--- config.mk ---
export PLATFORM = sky130hd
export DESIGN_NAME = mem_access_unit
export DESIGN_NICKNAME = d
export VERILOG_FILES = /design/src/rtl/mem_access_unit.sv
export SDC_FILE = /design/constraint.sdc
export NUM_CORES = 1
export LEC_CHECK = 0
export ABC_AREA = 1
export CORE_ASPECT_RATIO = 0.7
export CORE_UTILIZATION = 45
export DETAILED_ROUTE_END_ITERATION = 7
export PLACE_DENSITY_LB_ADDON = 0.3
export SLEW_MARGIN = 5
export SYNTH_ARGS = -nofsm -noshare
export SYNTH_HDL_FRONTEND = slang
export SYNTH_SLANG_ARGS = --single-unit
--- constraint.sdc ---
create_clock -name clk -period 3.1 [get_ports clk]
set_clock_uncertainty 0.1 [all_clocks]
set_input_delay 0.31 -clock clk [delete_from_list [all_inputs] [get_ports clk]]
set_output_delay 0.31 -clock clk [all_outputs]
set_load 0.02 [all_outputs]
--- src/rtl/mem_access_unit.sv ---
// mem_access_unit: load/store unit between the execute stage and a 16-bit
// word-organised data memory. Word accesses go straight through; byte loads
// select and extend a lane; byte stores run a read-modify-write of the
// containing word. Misaligned word accesses are rejected with a one-cycle
// error pulse and never touch memory.
module mem_access_unit (
    input  logic        clk,
    input  logic        rst,
    input  logic        C_MemReq,
    input  logic        C_MemWe,
    input  logic        C_MemByte,
    input  logic        C_MemSignExt,
    input  logic [15:0] A_ByteAddress,
    input  logic [15:0] D_StoreData,
    output logic        C_MemBusy,
    output logic        C_LoadValid,
    output logic [15:0] D_LoadData,
    output logic        C_MisalignErr,
    output logic [15:0] A_DataAddress,
    output logic [15:0] D_WriteData,
    output logic        C_DMRead,
    output logic        C_DMWrite,
    input  logic [15:0] D_Data
);

    localparam logic [2:0] IDLE   = 3'd0;
    localparam logic [2:0] RD     = 3'd1;
    localparam logic [2:0] WR     = 3'd2;
    localparam logic [2:0] RMW_RD = 3'd3;
    localparam logic [2:0] RMW_WR = 3'd4;

    logic [2:0]  state;
    logic [2:0]  next_state;

    // request fields captured at acceptance; the requester may change its
    // inputs freely once the access is under way
    logic        lane_q;     // byte lane: 0 = bits [7:0], 1 = bits [15:8]
    logic        byte_q;
    logic        sext_q;
    logic [7:0]  sbyte_q;    // byte to merge during RMW_WR

    logic        accept;
    logic        misalign_req;
    logic [7:0]  sel_byte;
    logic [15:0] load_fmt;
    logic [15:0] merged;

    // a request is only looked at while idle
    assign accept       = (state == IDLE) && C_MemReq;
    assign misalign_req = !C_MemByte && A_ByteAddress[0];

    // memory strobes decoded straight from the state, so they are never both
    // high and both are low in IDLE
    assign C_MemBusy = (state != IDLE);
    assign C_DMRead  = (state == RD) || (state == RMW_RD);
    assign C_DMWrite = (state == WR) || (state == RMW_WR);

    // lane select, load formatting and byte merge on the returned word
    always_comb begin
        sel_byte = lane_q ? D_Data[15:8] : D_Data[7:0];
        if (byte_q)
            load_fmt = {(sext_q && sel_byte[7]) ? 8'hFF : 8'h00, sel_byte};
        else
            load_fmt = D_Data;
        merged = lane_q ? {sbyte_q, D_Data[7:0]} : {D_Data[15:8], sbyte_q};
    end

    // next-state decode; misaligned word requests leave the FSM in IDLE
    always_comb begin
        next_state = state;
        case (state)
            IDLE: begin
                if (C_MemReq && !misalign_req) begin
                    if (!C_MemWe)
                        next_state = RD;
                    else if (C_MemByte)
                        next_state = RMW_RD;
                    else
                        next_state = WR;
                end
            end
            RD:      next_state = IDLE;
            WR:      next_state = IDLE;
            RMW_RD:  next_state = RMW_WR;
            RMW_WR:  next_state = IDLE;
            default: next_state = IDLE;
        endcase
    end

    // state register and one-cycle status pulses
    always_ff @(posedge clk) begin
        if (!rst) begin
            state         <= IDLE;
            C_LoadValid   <= 1'b0;
            C_MisalignErr <= 1'b0;
        end else begin
            state         <= next_state;
            C_LoadValid   <= (state == RD);
            C_MisalignErr <= accept && misalign_req;
        end
    end

    // request field capture at acceptance
    always_ff @(posedge clk) begin
        if (!rst) begin
            A_DataAddress <= 16'h0000;
            lane_q        <= 1'b0;
            byte_q        <= 1'b0;
            sext_q        <= 1'b0;
            sbyte_q       <= 8'h00;
        end else if (accept) begin
            // bit 15 is always 0: the 64 KiB byte space maps to 32 Ki words
            A_DataAddress <= {1'b0, A_ByteAddress[15:1]};
            lane_q        <= A_ByteAddress[0];
            byte_q        <= C_MemByte;
            sext_q        <= C_MemSignExt;
            sbyte_q       <= D_StoreData[7:0];
        end
    end

    // write word: taken directly for a word store, rebuilt from the read word
    // at the end of RMW_RD for a byte store
    always_ff @(posedge clk) begin
        if (!rst)
            D_WriteData <= 16'h0000;
        else if (accept && C_MemWe && !C_MemByte)
            D_WriteData <= D_StoreData;
        else if (state == RMW_RD)
            D_WriteData <= merged;
    end

    // load result captured at the end of RD and held until the next load
    always_ff @(posedge clk) begin
        if (!rst)
            D_LoadData <= 16'h0000;
        else if (state == RD)
            D_LoadData <= load_fmt;
    end

endmodule

==> flow_summary.ini <==
[sta]
drv_slew = 0
hold_violations = 0
finalSetupViolations = 0
fmax_mhz = 461
period_minus_slack_ns = 2.17
slew_headroom_pct = 46.9
whs_ns = 0.347
worst_pin_slew_ns = 0.794
rsz0062_at_grt = false
setup_slack_ns = 0.930
tns_ns = 0
fin_crit_sh_pct = 70.0

[place]
placed_cells = 563
port-buffer-count = 105
dp_hpwl_um = 5620
gp_congestion = 0.853
place_area_um2 = 3870
pre_cts_ws_ns = 0.798

[yosys]
synth_area_um2 = 2860
yosys-top-cells-area = dfxtp_1 (44%), a21oi_1 (12%), nand2_1 (11%)
seq_area_frac_synth_pct = 44.1
yosys_register_bits = 63
syn_nets = 459
yosys.area.top_type_share_pct = 44.1
ys_warn_count = 0
synthCells = 405
yosysTopAreaCell = dfxtp_1
synth_cell_types = 23
synth_area_per_cell_um2 = 7.07

[die]
die_area_um2 = 6690
core_area_um2 = 5930
io_pins = 107
dieHeight_um = 68.7
rows = 23
die_x_um = 97.3
start_util_pct = 48.3

[worst_setup_path]
critical_path_arrival_ns = 1.76
cp_cell_sequence = inv_1 > o21ai_0 > a21oi_1 > clkdlybuf4s50_1
cp-startpoint = state[0]$_SDFFE_PN0P_
crit_fanout = 6
max_stage_delay_ns = 0.62
cp_num_buf_inv = 2
cp.required_ns = 2.69
r2r-start = state[2]$_SDFFE_PN0P_
worst_path_max_delay_cell = clkdlybuf4s50_1
cp_top_family = buffers and inverters
worstSetupPathType = register to output pin
crit_path_end_kind = output pin
critPathLaunchType = register

[pwr]
p_leak_nw = 1.65
ir_drop_uv = 324
pwr_density_cell_nw_per_um2 = 478
fin_total_pwr_mw = 1.94

[min_path]
hold_path.class = register to register
hold_start = A_DataAddress[10]$_SDFFE_PN0P_

[drt]
drt_first_pass_iters = 4
wl_per_cell_um = 13.7
viasPerCell = 5.10
drc = 0
routed_wl_um = 7940
vias = 2952
ant_nets = 0
drt-initial-drc-count = 230

[global_route]
antenna_found_initial = 0
grt_pass1_vias = 2756
grt_max_degree = 56
overflow = 0
grt.total_usage_pct = 25.4
grt_pass1_wl_um = 13000

[job]
max_cap_viol_count = 0

[cells_and_area]
diodes = 0
final_cells = 579
area_growth_pct = 41.5
final_nets = 553
fin_util_pct = 68.3
final_cell_area_um2 = 4050
most-common-layout-cells = clkdlybuf4s50_1 (105), nand2_1 (84), a21oi_1 (69)
drive_gt1_share_pct = 4.96
final_common_cell = clkdlybuf4s50_1

[clock_tree]
cts_hold_buf = 0
cts_root_buf = clkbuf_8
ctsResizeCount = 0
cts_tree = built
post-cts-setup-buffers = 0
cts.reportedPaths.clkPinSlew_ns = 0.07
cts_buffer_depth = 2
numCtsBuffers = 9
h-tree-depth = 3
clk_latency_ns = 0.34
clock_sinks = 63

[outcome]
status = finished, final reports clean
==> cell usage after synthesis <==
library cell   n
nand3_1       16
nor3_4         1
conb_1         1
nand3_4        1
buf_4          3
inv_4          1
clkinv_1       2
inv_1         55
dfxtp_1       63
nand2_1       84
nor2_4         1
clkbuf_1       9
o21ai_1       13
o21ai_0       54
a21oi_1       69
nand4_2        1
buf_6          6
nand3_2        1
nor2_1        11
nor3_1         3
nor2_2         1
buf_2          8
o211ai_1       1
==> worst reg2reg max path, delay by kind of cell (launching register included) <==
kind,cells,cell delay (ns)
flops,1,0.38
simple gates,4,1.21
compound gates,1,0.11
==> flip-flops by register name, summed over array words and instances, names as in the netlist <==
register	flops
A_DataAddress	15
C_LoadValid	1
C_MisalignErr	1
D_LoadData	16
D_WriteData	16
byte_q	1
lane_q	1
sbyte_q	8
sext_q	1
state	3
==> area by class of cell <==
cell class	instances	area (um2)
multi-input cells	258	1220
clock inverters	3	17.5
inverters	58	220
fillers	525	1880
clock buffers	13	159
well taps	75	93.8
flip-flops and latches	63	1260
repair buffers	109	1080
==> per-layer routing <==
metal  share of wire, %  up-vias  global-route usage (%)  wire (um)
met1                 45     1318                    32.7       3570
li1                   -     1495                       -          -
met2                 43      133                    41.1       3430
met5                  0        -                       0          0
met3                 11        6                    8.77        867
met4               0.86        0                    7.17         68
==> logic make-up (layout without fill, tap and decap cells) <==
| family | count (synthesis) | in the layout | share of synthesized area (%) |
|---|---|---|---|
| buffers and inverters | 84 | 183 | 13.4 |
| flip-flops | 63 | 63 | 44.1 |
| AO/OA/AOI/OAI | 137 | 137 | 24.0 |
| other | 1 | 1 | 0.131 |
| AND/OR/NAND/NOR | 120 | 120 | 18.4 |
==> final timing paths <==
| check | depth (start not counted) | slack [ns] | end |
|---|---|---|---|
| hold reg to reg | 2 | 0.35 | A_DataAddress[10]$_SDFFE_PN0P_ |
| setup / recovery | 4 | 0.93 | C_DMWrite |
| hold / removal | 2 | 0.35 | A_DataAddress[10]$_SDFFE_PN0P_ |
| setup reg to reg | 5 | 1.22 | D_WriteData[1]$_SDFFE_PN0P_ |
==> power by group <==
part,internal (mW),leakage [nW],switching (mW)
Combinational,0.185,1.04,0.210
Clock,0.332,0.0894,0.314
Sequential,0.865,0.518,0.0313
Power figures use the tool's default switching activity.
